## src/rtl/move_sequencer.sv

```systemverilog
// Active-piece sequencer: serialises moves and gravity into one predictor op at a time,
// commits accepted results, locks failed drops into the settled field and respawns.
module move_sequencer #(
    parameter logic [4:0] SPAWN_X = 5'd8,
    parameter logic [4:0] SPAWN_Y = 5'd0
) (
    input  logic         i_clk,
    input  logic         i_rst,
    input  logic         i_req_left,
    input  logic         i_req_right,
    input  logic         i_req_rot,
    input  logic         i_grav_tick,
    input  logic [0:15]  i_next_block,
    input  logic         i_pred_ok,
    input  logic [0:15]  i_pred_block,
    input  logic [0:399] i_merge_field,
    output logic [2:0]   o_pred_op,
    output logic [4:0]   o_pred_x,
    output logic [4:0]   o_pred_y,
    output logic [0:15]  o_block,
    output logic [0:399] o_field,
    output logic         o_lock_pulse,
    output logic         o_busy,
    output logic         o_game_over
);

    typedef enum logic [2:0] {
        S_IDLE,
        S_EVAL,
        S_LOCK,
        S_SPAWN,
        S_SCHK,
        S_OVER
    } state_t;

    localparam logic [2:0] OP_NONE  = 3'd0;
    localparam logic [2:0] OP_LEFT  = 3'd1;
    localparam logic [2:0] OP_RIGHT = 3'd2;
    localparam logic [2:0] OP_ROT   = 3'd3;
    localparam logic [2:0] OP_DOWN  = 3'd4;
    localparam logic [2:0] OP_SPAWN = 3'd5;

    state_t       r_state;
    state_t       w_next_state;
    logic [2:0]   r_pred_op;
    logic [2:0]   w_pred_op;
    logic [4:0]   r_x;
    logic [4:0]   w_x;
    logic [4:0]   r_y;
    logic [4:0]   w_y;
    logic [0:15]  r_block;
    logic [0:15]  w_block;
    logic [0:399] r_field;
    logic [0:399] w_field;
    logic [3:0]   r_pending;
    logic [3:0]   w_pending;
    logic [3:0]   w_issue;
    logic [3:0]   w_req;
    logic         r_lock_pulse;
    logic         r_busy;
    logic         r_game_over;

    // Pending bit order doubles as issue priority: down, rotate, left, right.
    assign w_req = {i_grav_tick, i_req_rot, i_req_left, i_req_right};

    always_ff @(posedge i_clk or posedge i_rst) begin
        if (i_rst) begin
            r_state <= S_SPAWN;
        end else begin
            r_state <= w_next_state;
        end
    end

    always_comb begin
        w_next_state = r_state;
        w_pred_op    = OP_NONE;
        w_x          = r_x;
        w_y          = r_y;
        w_block      = r_block;
        w_field      = r_field;
        w_issue      = 4'b0000;
        case (r_state)
            S_IDLE: begin
                if (r_pending[3]) begin
                    w_pred_op = OP_DOWN;
                    w_issue   = 4'b1000;
                end else if (r_pending[2]) begin
                    w_pred_op = OP_ROT;
                    w_issue   = 4'b0100;
                end else if (r_pending[1]) begin
                    w_pred_op = OP_LEFT;
                    w_issue   = 4'b0010;
                end else if (r_pending[0]) begin
                    w_pred_op = OP_RIGHT;
                    w_issue   = 4'b0001;
                end
                if (r_pending != 4'b0000) begin
                    w_next_state = S_EVAL;
                end
            end
            S_EVAL: begin
                w_next_state = S_IDLE;
                if (i_pred_ok) begin
                    case (r_pred_op)
                        OP_LEFT:  w_x = r_x - 5'd1;
                        OP_RIGHT: w_x = r_x + 5'd1;
                        OP_ROT:   w_block = i_pred_block;
                        OP_DOWN:  w_y = r_y + 5'd1;
                        default:  w_x = r_x;
                    endcase
                end else if (r_pred_op == OP_DOWN) begin
                    w_next_state = S_LOCK;
                end
            end
            S_LOCK: begin
                w_field      = i_merge_field;
                w_next_state = S_SPAWN;
            end
            S_SPAWN: begin
                w_block      = i_next_block;
                w_x          = SPAWN_X;
                w_y          = SPAWN_Y;
                w_pred_op    = OP_SPAWN;
                w_next_state = S_SCHK;
            end
            S_SCHK: begin
                w_next_state = i_pred_ok ? S_IDLE : S_OVER;
            end
            default: begin
                w_next_state = S_OVER;
            end
        endcase

        // Moves queued before a lock belong to the old piece, so LOCK discards them.
        if (r_state == S_LOCK || r_state == S_OVER) begin
            w_pending = 4'b0000;
        end else begin
            w_pending = (r_pending & ~w_issue) | w_req;
        end
    end

    // Status flags are registered from the next state so they line up with r_state.
    always_ff @(posedge i_clk or posedge i_rst) begin
        if (i_rst) begin
            r_pred_op    <= OP_NONE;
            r_x          <= SPAWN_X;
            r_y          <= SPAWN_Y;
            r_block      <= '0;
            r_field      <= '0;
            r_pending    <= 4'b0000;
            r_lock_pulse <= 1'b0;
            r_busy       <= 1'b0;
            r_game_over  <= 1'b0;
        end else begin
            r_pred_op    <= w_pred_op;
            r_x          <= w_x;
            r_y          <= w_y;
            r_block      <= w_block;
            r_field      <= w_field;
            r_pending    <= w_pending;
            r_lock_pulse <= (w_next_state == S_LOCK);
            r_busy       <= (w_next_state != S_IDLE) && (w_next_state != S_OVER);
            r_game_over  <= (w_next_state == S_OVER);
        end
    end

    assign o_pred_op    = r_pred_op;
    assign o_pred_x     = r_x;
    assign o_pred_y     = r_y;
    assign o_block      = r_block;
    assign o_field      = r_field;
    assign o_lock_pulse = r_lock_pulse;
    assign o_busy       = r_busy;
    assign o_game_over  = r_game_over;

endmodule
```

## config.mk

```make
export PLATFORM = sky130hd
export DESIGN_NAME = move_sequencer
export DESIGN_NICKNAME = d
export VERILOG_FILES = /design/src/rtl/move_sequencer.sv
export SDC_FILE = /design/constraint.sdc
export NUM_CORES = 1
export LEC_CHECK = 0
export ABC_AREA = 1
export ABC_CLOCK_PERIOD_IN_PS = 17700
export CAP_MARGIN = 5
export CORE_AREA = 5 5 337 339
export CTS_CLUSTER_SIZE = 8
export DETAILED_ROUTE_END_ITERATION = 10
export DIE_AREA = 0 0 342 344
export GPL_TIMING_DRIVEN = 1
export HOLD_SLACK_MARGIN = 0.03
export PLACE_DENSITY = 0.39
export SLEW_MARGIN = 40
export SYNTH_ARGS = -nofsm -noshare
export SYNTH_HDL_FRONTEND = slang
export SYNTH_SLANG_ARGS = --single-unit
```

## constraint.sdc

```tcl
create_clock -name i_clk -period 17.7 [get_ports i_clk]
set_clock_uncertainty 0.2 [all_clocks]
set_input_delay 3.54 -clock i_clk [delete_from_list [all_inputs] [get_ports i_clk]]
set_output_delay 3.54 -clock i_clk [all_outputs]
set_load 0.03 [all_outputs]
```

Word level (Yosys, flattened, before mapping):

Cells that the tools add are included.

* output and inout port bits: 432
* input port bits: 439
* flip-flop bits (word level): 439
* logic and storage cells: 66

* reductions and logical operators: 9
* equal/unequal tests: 16
* add/subtract/negate cells: 3
* multiplexer cells: 25
* bitwise operators: 3

Operator list (number)
* $mux W16: 2
* $pmux W16 S2: 1
* $pmux W5 S2: 3
* $eq A3 B2 Y1 const B: 5
* $mux W5: 3
* $pmux W3 S5: 1
* $eq A3 B3 Y1 const B: 4
* $mux W2: 6
* $mux W3: 4
* $mux W4: 3
* $add A5 B1 Y5 const B: 2
* $reduce_and A3 Y1: 3
* $eq A3 B1 Y1 const B: 2
* $pmux W3 S2: 1
* $sub A5 B1 Y5 const B: 1
* $and A4 B4 Y4: 1
* $ne A2 B2 Y1 const B: 2
* $not A4 Y4: 1
* $or A4 B4 Y4: 1
* $reduce_bool A4 Y1: 1
* $logic_not A3 Y1: 1
* $ne A3 B1 Y1 const B: 1
* $ne A3 B3 Y1 const B: 1
* $reduce_bool A3 Y1: 1
* 5 further kinds: 5

Longest topological paths before layout:

Gate-level depths: netlist of the first run.

* depth after elaboration: 9
* mapped depth: 9
* mapped depth without buffers: 9

Worst setup path after synthesis of the first run:

OpenSTA, ideal clock, no wires.

* kind: input to register
* start: input port i_pred_ok
* end: register r_block (netlist bit o_block[0])
* cell stages on the path: 9
* data arrival time: 4.234 ns
* data required time: 17.383 ns
* path slack: 13.149 ns
* library setup time: 0.117 ns
* path buffers: 1
* cells stage by stage: inv_1 > nand2_2 > nand3_2 > inv_2 > nand2_2 > clkinv_2 > buf_6 > nand2_1 > nand2_1

* longest elaborated chain between the ends: 2

Ends and longest elaborated chain
* from (decl): RTL line 14 `input logic i_pred_ok,`
* $ne A2 B2 Y1 (no source line)
* $reduce_and A3 Y1 (no source line)
* to (signal assigned): RTL line 158 `r_block <= w_block;`
* to (decl): RTL line 51 `logic [0:15] r_block;`

No other way between the ends.
A chain may end at the register's enable or synchronous reset.

==> results of run 1 <==
-- synthesized netlist by cell type, drive strengths merged --
| library cell | instances |
|---|---|
| clkbuf | 2 |
| nand2 | 1331 |
| nor3 | 1 |
| xnor2 | 1 |
| o21ai | 14 |
| nand4 | 2 |
| ha | 4 |
| nand3 | 19 |
| dfstp | 3 |
| dfrtp | 436 |
| fa | 1 |
| inv | 27 |
| xor2 | 1 |
| o21bai | 2 |
| buf | 91 |
| nor2 | 13 |
| a21oi | 10 |
| clkinv | 1 |
-- routing by layer --
| layer | global-route usage (%) | up-vias |
|---|---|---|
| li1 | - | 7637 |
| met1 | 15.1 | 7220 |
| met2 | 22.3 | 587 |
| met3 | 5.94 | 113 |
| met4 | 4.06 | 26 |
| met5 | 0 | - |
-- report_power, final --
part           internal, mW  total (mW)  switching, mW
clock                 0.712        1.18          0.464
combinational        0.0857       0.123         0.0377
sequential             1.01        1.01              0
-- kinds of logic (layout without fill, tap and decap cells) --
family	Yosys count	after routing	share of synthesized area, %
flops	439	439	64.7
other cells	0	15	0
xor+xnor	2	2	0.103
fa+ha+maj	5	5	0.412
compound gates	26	26	0.817
buf+inv	121	999	3.48
simple gates	1366	1366	30.5
-- worst register-to-register path: stages (launching register included) --
cell and delay (ns):
dfstp_2 0.59, inv_2 0.06, nand3_4 0.55, buf_4 0.64, buf_6 0.64, buf_4 0.73, nand2_1 0.21, nand2_1 0.10
-- through the flow --
step | power [mW] | std cells | hold WS [ns] | setup slack (ns) | util, %
after detailed placement | 1.15 | 4238 | 0.264 | 10.48 | 24.7
final | 2.30 | 4340 | 0.272 | 11.71 | 26.5
after floorplan | 1.04 | 1959 | 0.304 | 1.73 | -
after CTS | 2.36 | 4324 | 0.278 | 11.16 | 26.4
after global routing | 2.40 | 4327 | 0.288 | 11.29 | 26.5
after global placement | 1.15 | 4238 | 0.262 | 10.20 | 24.7
-- how the worst max path moves through the flow --
| stage | startpoint | end |
|---|---|---|
| 5_1_grt | i_rst | o_field[191] |
| 6_report | i_rst | o_field[193] |
| 3_3_place_gp | i_rst | o_field[169] |
| 2_1_floorplan | i_rst | o_block[0] |
| 3_5_place_dp | i_rst | o_field[200] |
| 4_1_cts | i_rst | o_field[200] |
-- flip-flops by register name (all words and copies together) (netlist names) --
register,count
o_pred_y,5
o_field,400
o_busy,1
o_game_over,1
o_pred_x,5
r_pending,4
o_lock_pulse,1
o_block,16
o_pred_op,3
r_state,3
-- final cells by class --
class / count / area share, %
sequential: 439 / 37.7
timing repair buffer: 885 / 30.5
multi-input combinational: 1399 / 18.6
tap: 1488 / 6.38
clock buffer: 81 / 6.11
inverter: 28 / 0.451
clock inverter: 5 / 0.197
antenna: 15 / 0.129
==> flow_summary.ini, run 1 <==
[cells_and_area]
seqCellArea_um2 = 11000
design_area_um2 = 29200
final_cell_mix = nand2_1 (1,328), clkdlybuf4s50_1 (870), dfrtp_1 (436)
multi_input_area_um2 = 5420
fillers = 12000
mostFrequentLayoutCell = nand2_1
nets = 3263
drive_gt1_share_pct = 3.81
syn_to_final_growth_pct = 71.6

[clock_tree]
post_cts_buffers = 0
clockRootBuffer = clkbuf_16
clkTransAtPathRegs_ns = 0.05
cts.htree.levels = 3
cts.repair.resized = 0
cts_buffer_depth = 3
insertion_delay_ns = 0.60
hold_buffers = 0
clock-sinks = 439
cts_tree = done
cts_made_buffers = 66

[critical_path]
worst_r2r_endpoint = o_field[313]
reg2reg_depth = 7
crit_path_frequent_cell = buf_6
crit_path_max_incr_delay_ns = 0.67
end_kind = asynchronous set/reset pin
crit_type = input port to asynchronous set/reset pin
cp.depth = 5
crit_chain = clkdlybuf4s50_1, clkinv_8, buf_6, buf_4, buf_6
r2r_start = r_state[0]
start_kind = input port
critPathBufInv = 5
crit_slowest_cell = buf_4
worst-path-max-fanout = 100
r2r_slack_ns = 13.90
cp.arrival_ns = 6.46
critPathTopFamily = buffers and inverters
cp_data_required_time_ns = 18.18

[global_routing]
grt_max_degree = 162
grt_overflow = 0
grt_pass1_vias = 16500
grt_usage_pct = 13.2
grt_pass1_wl_mm = 116
antenna_found_initial = 29

[flow_run]
cap_viol_max_count = 0

[logic_synthesis]
syn-cell-area_um2 = 17000
yosys_warnings = 0
seq_area_frac_synth_pct = 64.7
synthDistinctLibCells = 26
synth_top_cell_area_share_pct = 64.2
synth_cells = 1959
synth_top_area_cell = dfrtp_1
synth_area_per_cell_um2 = 8.67
syn_nets = 2403
synthTopCellsByArea = dfrtp_1 (64%), nand2_1 (29%), buf_2 (2.6%)
ys_ff_latch = 439

[worst_hold_path]
hold_end = o_field[66]
hold_depth = 2
hold_class = flop to flop
worstHoldStart = o_field[66]

[placed_design]
gp_congestion = 0.763
port_buffers = 870
placed_cell_area_um2 = 27200
place_hpwl_mm = 60.2

[drt]
top_layer = met5
drc_errors = 0
vias = 15600
routedWlPerCell_um = 18.7
final_antenna_net_count = 0
wl_met3_mm = 8.22
wl_mm = 81.3
firstDrtPassIters = 4
drt-met1-wl_mm = 32.1
routed-wl-met2_mm = 38.9
drt_iter0_drc = 656
viasPerCell = 3.59

[sta]
hold_viol_final = 0
fmax_mhz = 167
slew_viol_final = 0
fin_setup_tns_ns = 0
period_share_pct = 33.8
worst_slew_pin_slew_ns = 0.912
rsz0062_at_grt = no
post-route-min-period_ns = 5.99
setup_viol = 0
slew-limit-headroom_pct = 39.2

[floorplan]
die_w_um = 342
core-area_um2 = 110000
initial_utilization_pct = 15.4
rows = 122
dieHeight_um = 344
dieArea_um2 = 118000
io_pins = 871

[power]
power.density_nw_per_um2 = 79.0
peakVddDrop_mv = 0.0508
p_leak_nw = 12.5

[status]
status = finished clean
Power figures use the tool's default switching activity.
==> run 2: changes to the inputs <==
--- a/config.mk
+++ b/config.mk
@@ -6,7 +6,7 @@
 export NUM_CORES = 1
 export LEC_CHECK = 0
 export ABC_AREA = 1
-export ABC_CLOCK_PERIOD_IN_PS = 17700
+export ABC_CLOCK_PERIOD_IN_PS = 5800
 export CAP_MARGIN = 5
 export CORE_AREA = 5 5 337 339
 export CTS_CLUSTER_SIZE = 8
==> constraint.sdc (replaced) <==
create_clock -name i_clk -period 5.8 [get_ports i_clk]
set_clock_uncertainty 0.2 [all_clocks]
set_input_delay 1.16 -clock i_clk [delete_from_list [all_inputs] [get_ports i_clk]]
set_output_delay 1.16 -clock i_clk [all_outputs]
set_load 0.03 [all_outputs]
==> run 2 against run 1 <==
Die area is the same. Sequential share of layout area shrank 0.24 points. Final cell count is essentially flat. Combinational power grew to 3.1 times the previous value. Critical endpoint is now o_pred_x[3].
==> flow_summary.ini, run 2 (same netlist as run 1, synthesis figures left out) <==
[status]
status = finished clean

[sta]
rsz0062_at_grt = no
fmax_mhz = 305
setup_slack_ns = 2.52
slew-limit-headroom_pct = 52.2
hold_viol_final = 0
period_share_pct = 56.5
worst_slew_pin_slew_ns = 0.717
slew_viol_final = 0
post-route-min-period_ns = 3.28
whs_ns = 0.272
fin_setup_tns_ns = 0
setup_viol = 0

[cells_and_area]
fillers = 11800
final_cells = 4341
drive_gt1_share_pct = 4.08
syn_to_final_growth_pct = 72.7
final_cell_mix = nand2_1 (1,328), clkdlybuf4s50_1 (870), dfrtp_1 (436)
design_area_um2 = 29300
largest_reg_flops = 400
utilization_pct = 26.7
nets = 3269
mostFrequentLayoutCell = nand2_1

[global_routing]
grt_overflow = 0
grt-busiest-layer = met2
grt.met1_usage_pct = 15.7
grt_max_degree = 170
grt_util_met2_pct = 22.3
grt_pass1_wl_mm = 119
antenna_found_initial = 29
use_met3_pct = 6.68
grt_pass1_vias = 16300
grt_usage_pct = 13.7

[drt]
viasPerCell = 3.57
drc_errors = 0
vias = 15500
routedWlPerCell_um = 19.4
wl_mm = 84.3
firstDrtPassIters = 5
drt_iter0_drc = 722
final_antenna_net_count = 0

[clock_tree]
cts.htree.levels = 3
hold_buffers = 0
post_cts_buffers = 0
clock-sinks = 439
cts_buffer_depth = 3
clkTransAtPathRegs_ns = 0.06
insertion_delay_ns = 0.60
clockRootBuffer = clkbuf_16
cts_made_buffers = 66
cts.repair.resized = 0
cts_tree = done

[floorplan]
core-area_um2 = 110000
rows = 122
initial_utilization_pct = 15.4
dieHeight_um = 344
io_pins = 871
dieArea_um2 = 118000
die_w_um = 342

[power]
power.density_nw_per_um2 = 244
p_leak_nw = 12.6
power.total_mw = 7.16
peakVddDrop_mv = 0.159

[critical_path]
crit_path_max_incr_delay_ns = 0.75
worst-path-max-fanout = 3
crit_chain = clkdlybuf4s50_1
crit_slowest_cell = clkdlybuf4s50_1
cp.arrival_ns = 1.92
crit_type = flop to primary output
critPathBufInv = 1
end_kind = primary output
start_kind = flop
cp_data_required_time_ns = 4.44
critPathTopFamily = buffers and inverters

[placed_design]
placed_cell_area_um2 = 27300
gp_congestion = 0.784
pre_cts_ws_ns = 2.68
dp_cells = 4242
port_buffers = 870
place_hpwl_mm = 62.6

[worst_hold_path]
hold_class = flop to flop

[flow_run]
cap_viol_max_count = 0
-- run 2: changes by cell type in the layout (fill, tap and decap cells not counted), moves of 3 or more --
cell,change
buf_12,+8
buf_6,-8
diode_2,-7
buf_4,+4
clkinv_8,+3
-- run 2: report_power, final --
part	internal [mW]	leakage, nW	switching [mW]
registers	3.07	4.01	0
clock network	2.20	0.923	1.50
logic	0.268	7.67	0.119
total	5.54	12.6	1.62
-- run 2: path summary, 6_finish.rpt --
check / startpoint / cells past startpoint / to / slack (ns)
worst max-delay path: o_pred_x[3] / 1 / o_pred_x[3] / 2.52
max in group asynchronous: i_rst / 4 / o_field[37] / 3.43
worst min-delay path: o_field[83] / 2 / o_field[83] / 0.27
worst min register to register: o_field[83] / 2 / o_field[83] / 0.27
worst max register to register: r_state[0] / 7 / o_field[268] / 2.67
min in group asynchronous: i_rst / 2 / o_field[216] / 0.73
-- run 2: cell type report --
cell class	count	area [um2]	share of cell area, %
Multi-Input combinational cell	1399	5420	18.5
Clock buffer	82	1800	6.12
Clock inverter	6	100	0.341
Sequential cell	439	11000	37.4
Tap cell	1488	1860	6.34
Inverter	28	123	0.418
Antenna cell	8	20.0	0.0682
Timing Repair Buffer	891	9040	30.8
-- run 2: layer usage --
layer / wire, um / vias up / share of wire (%)
met1: 33200 / 7115 / 39
li1: - / 7649 / -
met2: 39100 / 562 / 46
met3: 9080 / 155 / 11
met5: 260 / - / 0.31
met4: 2710 / 38 / 3.2
